<file path="src/rtl/wb_pkg.sv">
// Shared types and constants for the writeback stage.
// Load funct3 encodings and the FIFO entry layout.
package wb_pkg;

   localparam int unsigned WB_XLEN = 32;
   localparam int unsigned WB_RD_W = 5;

   localparam logic [2:0] F3_LB  = 3'b000;
   localparam logic [2:0] F3_LH  = 3'b001;
   localparam logic [2:0] F3_LW  = 3'b010;
   localparam logic [2:0] F3_LBU = 3'b100;
   localparam logic [2:0] F3_LHU = 3'b101;

   typedef struct packed {
      logic [WB_RD_W-1:0] rd;
      logic [WB_XLEN-1:0] data;
   } wb_entry_t;

endpackage

</file>
<file path="src/rtl/wb_fifo.sv">
// Synchronous FIFO of writeback entries with occupancy count.
// Caller never pushes when full nor pops when empty.
module wb_fifo
   import wb_pkg::*;
#(
   parameter int unsigned DEPTH = 2
) (
   input  logic                     clock,
   input  logic                     reset_n,
   input  logic                     push,
   input  wb_entry_t                wdata,
   input  logic                     pop,
   output wb_entry_t                rdata,
   output logic [$clog2(DEPTH):0]   count
);

   localparam int unsigned PW = $clog2(DEPTH);

   wb_entry_t         mem [DEPTH];
   logic [PW-1:0]     wr_ptr;
   logic [PW-1:0]     rd_ptr;

   // Power-of-two depth lets the pointers wrap by natural overflow.
   always_ff @(posedge clock or negedge reset_n) begin
      if (!reset_n) begin
         wr_ptr <= '0;
         rd_ptr <= '0;
         count  <= '0;
      end else begin
         if (push) wr_ptr <= wr_ptr + 1'b1;
         if (pop)  rd_ptr <= rd_ptr + 1'b1;
         unique case ({push, pop})
            2'b10:   count <= count + 1'b1;
            2'b01:   count <= count - 1'b1;
            default: count <= count;
         endcase
      end
   end

   always_ff @(posedge clock) begin
      if (push) mem[wr_ptr] <= wdata;
   end

   assign rdata = mem[rd_ptr];

endmodule

</file>
<file path="src/rtl/wb_stage.sv">
// Writeback stage: arbitrates LSU and ALU results onto the register-file write port.
// LSU always wins; ALU results queue in a small FIFO or bypass it when idle.
module wb_stage
   import wb_pkg::*;
#(
   parameter int unsigned N_REGS    = 16,
   parameter int unsigned XLEN      = WB_XLEN,
   parameter int unsigned RD_W      = WB_RD_W,
   parameter int unsigned ALU_DEPTH = 2
) (
   input  logic                         clock,
   input  logic                         reset_n,
   input  logic                         alu_valid,
   output logic                         alu_ready,
   input  logic [RD_W-1:0]              alu_rd,
   input  logic [XLEN-1:0]              alu_data,
   input  logic                         lsu_valid,
   input  logic [RD_W-1:0]              lsu_rd,
   input  logic [XLEN-1:0]              lsu_rdata,
   input  logic [2:0]                   lsu_funct3,
   input  logic [1:0]                   lsu_addr_lo,
   output logic                         rf_wen,
   output logic [RD_W-1:0]              rf_rd,
   output logic [XLEN-1:0]              rf_wdata,
   output logic                         load_err,
   output logic [$clog2(ALU_DEPTH):0]   alu_count
);

   localparam int unsigned CW = $clog2(ALU_DEPTH) + 1;
   localparam logic [CW-1:0] FULL = CW'(ALU_DEPTH);

   // Returns {err, formatted data}.
   function automatic logic [XLEN:0] fmt_load(input logic [XLEN-1:0] word,
                                              input logic [2:0]      f3,
                                              input logic [1:0]      lo);
      logic [XLEN-1:0] lane;
      logic [XLEN-1:0] res;
      logic            err;
      lane = word >> {lo, 3'b000};
      res  = lane;
      err  = 1'b0;
      case (f3)
         F3_LB:   res = {{(XLEN-8){lane[7]}}, lane[7:0]};
         F3_LBU:  res = {{(XLEN-8){1'b0}}, lane[7:0]};
         F3_LH: begin
            res = {{(XLEN-16){lane[15]}}, lane[15:0]};
            err = lo[0];
         end
         F3_LHU: begin
            res = {{(XLEN-16){1'b0}}, lane[15:0]};
            err = lo[0];
         end
         F3_LW:   err = (lo != 2'b00);
         default: err = 1'b1;
      endcase
      return {err, res};
   endfunction

   function automatic logic rd_ok(input logic [RD_W-1:0] rd);
      return (rd != '0) && ({1'b0, rd} < (RD_W+1)'(N_REGS));
   endfunction

   wb_entry_t       head;
   wb_entry_t       push_entry;
   logic            fifo_empty;
   logic            alu_fire;
   logic            push;
   logic            pop;
   logic            bypass;
   logic [XLEN:0]   fmt;
   logic            sel_valid;
   logic            sel_err;
   logic [RD_W-1:0] sel_rd;
   logic [XLEN-1:0] sel_data;
   logic            wen_d;

   // Held low during reset so nothing is accepted into a flushing FIFO.
   assign alu_ready  = reset_n && (alu_count < FULL);
   assign alu_fire   = alu_valid && alu_ready;
   assign fifo_empty = (alu_count == '0);
   assign pop        = !lsu_valid && !fifo_empty;
   assign bypass     = !lsu_valid && fifo_empty && alu_fire;
   assign push       = alu_fire && !bypass;
   assign push_entry = '{rd: alu_rd, data: alu_data};
   assign fmt        = fmt_load(lsu_rdata, lsu_funct3, lsu_addr_lo);

   wb_fifo #(
      .DEPTH (ALU_DEPTH)
   ) u_fifo (
      .clock   (clock),
      .reset_n (reset_n),
      .push    (push),
      .wdata   (push_entry),
      .pop     (pop),
      .rdata   (head),
      .count   (alu_count)
   );

   always_comb begin
      sel_valid = 1'b0;
      sel_err   = 1'b0;
      sel_rd    = '0;
      sel_data  = '0;
      if (lsu_valid) begin
         sel_valid = 1'b1;
         sel_err   = fmt[XLEN];
         sel_rd    = lsu_rd;
         sel_data  = fmt[XLEN-1:0];
      end else if (!fifo_empty) begin
         sel_valid = 1'b1;
         sel_rd    = head.rd;
         sel_data  = head.data;
      end else if (alu_fire) begin
         sel_valid = 1'b1;
         sel_rd    = alu_rd;
         sel_data  = alu_data;
      end
   end

   assign wen_d = sel_valid && !sel_err && rd_ok(sel_rd);

   // rd/wdata only move on a real write so they hold while wen is low.
   always_ff @(posedge clock or negedge reset_n) begin
      if (!reset_n) begin
         rf_wen   <= 1'b0;
         rf_rd    <= '0;
         rf_wdata <= '0;
         load_err <= 1'b0;
      end else begin
         rf_wen   <= wen_d;
         load_err <= sel_err;
         if (wen_d) begin
            rf_rd    <= sel_rd;
            rf_wdata <= sel_data;
         end
      end
   end

endmodule

</file>
<file path="config.mk">
export PLATFORM = sky130hd
export DESIGN_NAME = wb_stage
export DESIGN_NICKNAME = d
export VERILOG_FILES = /design/src/rtl/wb_pkg.sv /design/src/rtl/wb_fifo.sv /design/src/rtl/wb_stage.sv
export SDC_FILE = /design/constraint.sdc
export NUM_CORES = 1
export LEC_CHECK = 0
export ABC_CLOCK_PERIOD_IN_PS = 3930
export CAP_MARGIN = 10
export CORE_AREA = 3 3 133 135
export DETAILED_ROUTE_END_ITERATION = 7
export DIE_AREA = 0 0 136 138
export GPL_TIMING_DRIVEN = 0
export PLACE_DENSITY_LB_ADDON = 0.12
export SYNTH_ARGS = -nofsm -noshare
export SYNTH_HDL_FRONTEND = slang
export SYNTH_HIERARCHICAL = 1
export SYNTH_SLANG_ARGS = --single-unit
</file>
<file path="constraint.sdc">
create_clock -name clock -period 3.93 [get_ports clock]
set_input_delay 0.5895 -clock clock [delete_from_list [all_inputs] [get_ports clock]]
set_output_delay 0.5895 -clock clock [all_outputs]
set_load 0.02 [all_outputs]
</file>
After elaboration in Yosys (flattened, before gate mapping):

Memory sizes are Yosys's and may differ from the RTL's.
Cells that the tools add are included.
Widths: inputs -> output; s select.

* bits of input ports: 83
* memories kept: 1
* logic and storage cells: 56
* RAM bits: 74
* bits in registers: 43
* output and inout bits: 42

Memories
* u_fifo.mem: depth 2, width 37, read ports 1, clocked after Yosys merged registers in 0, wr ports 1, RTL line wb_fifo.sv:19 `wb_entry_t mem [DEPTH];`

* eq/ne operators: 6
* shifts and indexed selects: 1
* add/subtract/negate cells: 4
* multiplexer cells: 15
* magnitude comparators: 2
* reductions and logical operators: 20

Operators by type and width (number)
* $pmux 32 s4: 1
* $mux 32: 3
* $shr 32x5->32: 1
* $mux 5: 3
* $logic_and 1x1->1: 9
* $eq 3x3->1 const B: 2
* $mux 1: 6
* $lt 5x5->1 const B: 1
* $reduce_bool 5->1: 1
* $logic_not 1->1: 4
* $pmux 2 s2: 1
* $reduce_bool 2->1: 2
* $reduce_or 2->1: 2
* $eq 3x1->1 const B: 1
* $eq 3x2->1 const B: 1
* $logic_not 3->1: 1
* $pmux 1 s3: 1
* $add 1x1->1 const B: 2
* $add 2x1->2 const B: 1
* $eq 2x1->1 const B: 1
* $eq 2x2->1 const B: 1
* $logic_not 2->1: 1
* $lt 2x2->1 const B: 1
* $sub 2x1->2 const B: 1

Longest topological paths before layout:

* word-level depth: 9
* gate-level depth with buffers: 10
* mapped depth without buffers: 7

Modules after synthesis:

The synthesis kept the hierarchy.

Modules (own cells, without submodules)
* wb_fifo: times used 1, sequential area each 2322.2 sq um, cells each 129, area each 2926.6 sq um
* wb_stage: times used 1, sequential area each 975.9 sq um, cells each 279, area each 2717.6 sq um

Least setup slack after synthesis:

OpenSTA, ideal clock, no wires.

* kind: input port to flip-flop
* start point: in lsu_valid
* end point: mem u_fifo/mem[0][0] (netlist name) (enable)
* library setup time: 0.431 ns
* arrival time: 3.251 ns
* path buffers: 3
* data required time: 3.499 ns
* cell stages on the path: 7
* setup slack: 0.248 ns
* cell sequence: buf_2 > buf_2 > buf_1 > nor2_1 > nor3_1 > inv_1 > nor2_1

* cells in the longest elaborated chain, start to end: 7

RTL lines
* start: declaration: RTL line wb_stage.sv:17 `input logic lsu_valid,`
* $logic_not 1->1: RTL line wb_stage.sv:82 `assign bypass = !lsu_valid && fifo_empty && alu_fire;`
* $logic_and 1x1->1 (2 in series): RTL line wb_stage.sv:82
* $logic_not 1->1: RTL line wb_stage.sv:83 `assign push = alu_fire && !bypass;`
* $logic_and 1x1->1: RTL line wb_stage.sv:83
* net push: RTL line wb_stage.sv:67 `logic push;`
* $mux 1: RTL line wb_fifo.sv:41 `if (push) mem[wr_ptr] <= wdata;`
* $mux 1 (implied by the code): RTL line wb_fifo.sv:41
* end: declaration: RTL line wb_fifo.sv:19

The timed path passes the listed nets, and every way through them passes these cells.

Worst setup path in the final report:

* start point: in lsu_valid
* end point: mem u_fifo/mem[0][8] (netlist name) (enable)

The elaborated chain is that of the path after synthesis.

==> results.cfg <==
[setup_path]
crit_type = in -> reg
reg2reg_from = u_fifo/rd_ptr$_DFFE_PN0P_
path_cells = buf_2, buf_2, buf_1, nor2_1, nor3_1, inv_1, nor2_4, buf_16
crit_family = buffers and inverters
r2r_slack_ns = 1.38
r2r-end = rf_wdata[18]$_DFFE_PN0P_
cp_data_required_time_ns = 4.05
cp.buffers_inverters = 5
cpPeakStageDelay_ns = 0.57
cp_slowest_cell = nor2_4
crit_top_cell = buf_2
r2r_cells = 10
critPathMaxFanout = 19
startpoint_type = input pin
endpoint_kind = flip-flop
cp.arrival_ns = 2.91

[timing]
setup_violations = 0
period_share = 0.710
worst_pin_slew_ns = 0.716
fmax_mhz = 359
tns_ns = 0
rsz0062_at_grt = false
hold_violations = 0
fin_skew_ns = 0.00930
slew_viol_final = 0
relSlewSlack = 0.522
period_minus_slack_ns = 2.79

[synthesis]
syn-num-nets = 492
ys_warn_count = 6
postSynthCellCount = 408
yosysTopAreaCell = edfxtp_1
syn_area_um2 = 5640
synth.area.top_cells = edfxtp_1, dfrtp_1, mux2_2
async_reset_ff_frac = 0.368
synth_ff_type = edfxtp_1
yosysSeqAreaShare = 0.584
ys_ff_latch = 117
avgSynthCellArea_um2 = 13.8
synth_top_area_share = 0.394
synth_cell_types = 44
synth_edf_count = 74

[power]
p_per_area_nw_per_um2 = 684
finalPower_mw = 5.41
p_leak_nw = 3.10
vdd_ir_drop_max_mv = 0.326

[routing]
vias = 4038
wirelength_mm = 16.4
drc = 0
drtAntennaViolNets = 0
drt_iter0_markers = 360
wl_per_cell_um = 20.9
firstDrtPassIters = 8
via_per_inst = 5.14

[cells_and_area]
ff_latch_area_um2 = 3300
finalNonFillerCells = 785
drive_gt1_frac = 0.214
final_util = 0.477
multi_input_area_um2 = 2120
nets = 636
n_antenna_cell = 0
nFillCells = 1489
syn_to_final_growth_pct = 40.0

[place]
gp_congestion = 0.768
port_buffers = 122
placedCellCount = 753
post-dp-hpwl_mm = 12.0

[floorplanning]
initial_core_util = 0.340
die_area_um2 = 18800
die_y_um = 138
ios = 125
core_area_um2 = 16600
die_w_um = 136
rows = 47

[global_routing]
grt_pass1_vias = 4167
antenna_found_initial = 0
grtUsageTotal = 0.177
grt_pass1_wl_mm = 24.6
grt_overflow_total = 0
grt_max_degree = 31

[cts]
htree_num_levels = 4
cts.clk_slew.worst_paths_ns = 0.05
cts_sinks = 117
cts_buffers = 17
cts_setup_buffers = 0
clk_root_buffer_cell = clkbuf_16
cts_resized = 0
clock_path_buffers = 2
clkLatencyLatePin_ns = 0.42
postCtsHoldBufs = 0
cts_tree = yes

[job]
max_cap_viol_count = 0

[hold_path]
hold_path_class = in -> async

[run_status]
outcome = finished clean
cell usage after synthesis, types with 2 or more instances:
cell type	n
edfxtp_1	74
dfrtp_1	43
mux2_2	38
nand2_1	34
mux2_4	28
mux2i_1	24
nor2_1	17
a222oi_1	15
inv_1	14
nor2b_1	12
clkbuf_1	11
a221oi_1	9
a22oi_1	9
a21oi_1	8
nand3_1	8
a211oi_1	7
o2bb2ai_1	7
buf_2	5
buf_6	5
buf_4	4
xor2_1	4
o21ai_0	3
a22oi_2	2
buf_1	2
nand3b_1	2
nor3_1	2
o211ai_1	2
o31a_1	2
xnor2_1	2
how the worst max path moves through the flow:
stage	from	endpoint	slack, ns	cells after the start
2_1_floorplan	lsu_valid	u_fifo/mem[0][0]$_DFFE_PP_	0.25	7
3_3_place_gp	reset_n	u_fifo/mem[0][19]$_DFFE_PP_	-3.10	5
3_5_place_dp	lsu_valid	u_fifo/mem[0][16]$_DFFE_PP_	0.70	8
4_1_cts	lsu_valid	u_fifo/mem[0][16]$_DFFE_PP_	1.15	8
5_1_grt	lsu_valid	u_fifo/mem[0][16]$_DFFE_PP_	0.95	8
6_report	lsu_valid	u_fifo/mem[0][8]$_DFFE_PP_	1.14	8
worst register-to-register path: cells and delay by family, from the launching register on:
family / cells / cell delay, ns
and+or+nand+nor: 2 / 0.24
AOI/OAI and AO/OA: 2 / 0.44
muxes: 2 / 0.63
buffers and inverters: 4 / 0.76
DFF: 1 / 0.35
cell families (layout without fill, tap and decap cells):
| group | after synthesis | after routing | share of synthesized area |
|---|---|---|---|
| AOI/OAI and AO/OA | 68 | 68 | 0.0989 |
| DFF | 117 | 117 | 0.584 |
| adders and majority gates | 1 | 1 | 0.00222 |
| xor gates and xnor gates | 6 | 6 | 0.00931 |
| buffers and inverters | 43 | 200 | 0.0412 |
| muxes | 90 | 90 | 0.193 |
| and+or+nand+nor | 83 | 83 | 0.0712 |
flip-flops by register name, summed over array words and instances, names as in the netlist:
| register | cells |
|---|---|
| load_err | 1 |
| rf_rd | 5 |
| rf_wdata | 32 |
| rf_wen | 1 |
| u_fifo/count | 2 |
| u_fifo/mem | 74 |
| u_fifo/rd_ptr | 1 |
| u_fifo/wr_ptr | 1 |
layer usage:
metal | wire length, um | global-route usage
met1 | 7440 | 0.249
met2 | 7630 | 0.268
met3 | 1070 | 0.0472
met4 | 303 | 0.0578
met5 | 0 | 0
layout by cell type, fill, tap and decap left out, types with 3 or more instances in the layout:
master           count
clkdlybuf4s50_1    121
edfxtp_1            74
dfrtp_1             43
mux2_2              38
nand2_1             34
mux2_4              28
mux2i_1             24
clkbuf_16           17
nor2_1              16
a222oi_1            15
inv_1               14
nor2b_1             12
clkbuf_1            11
a221oi_1             9
a22oi_1              9
a21oi_1              8
nand3_1              8
o2bb2ai_1            7
a211oi_1             7
bufinv_16            7
buf_2                6
buf_6                5
buf_4                4
xor2_1               4
o21ai_0              3
clkinvlp_4           3
metrics by stage:
step	area [um2]	setup WS, ns	hold slack [ns]
6_report	7900	1.14	0.0924
5_1_grt	7900	0.955	0.108
4_1_cts	7900	1.15	0.0880
3_5_place_dp	7220	0.704	0.493
3_3_place_gp	7140	-3.10	0.470
2_1_floorplan	5640	0.248	0.294
power by group:
part           switching (mW)  internal (mW)  total [mW]
Clock                   0.551           1.24        1.79
Combinational           0.903          0.978        1.88
Sequential              0.144           1.59        1.73
Total                    1.60           3.81        5.41
layout make-up:
class / count / area share
Clock inverter: 15 / 0.0328
Buffer: 29 / 0.0228
Clock buffer: 17 / 0.0538
Timing Repair Buffer: 125 / 0.163
Tap cell: 220 / 0.0348
Multi-Input combinational cell: 248 / 0.268
Sequential cell: 117 / 0.417
Inverter: 14 / 0.00665
No activity file was read; power rests on OpenSTA's default activity.
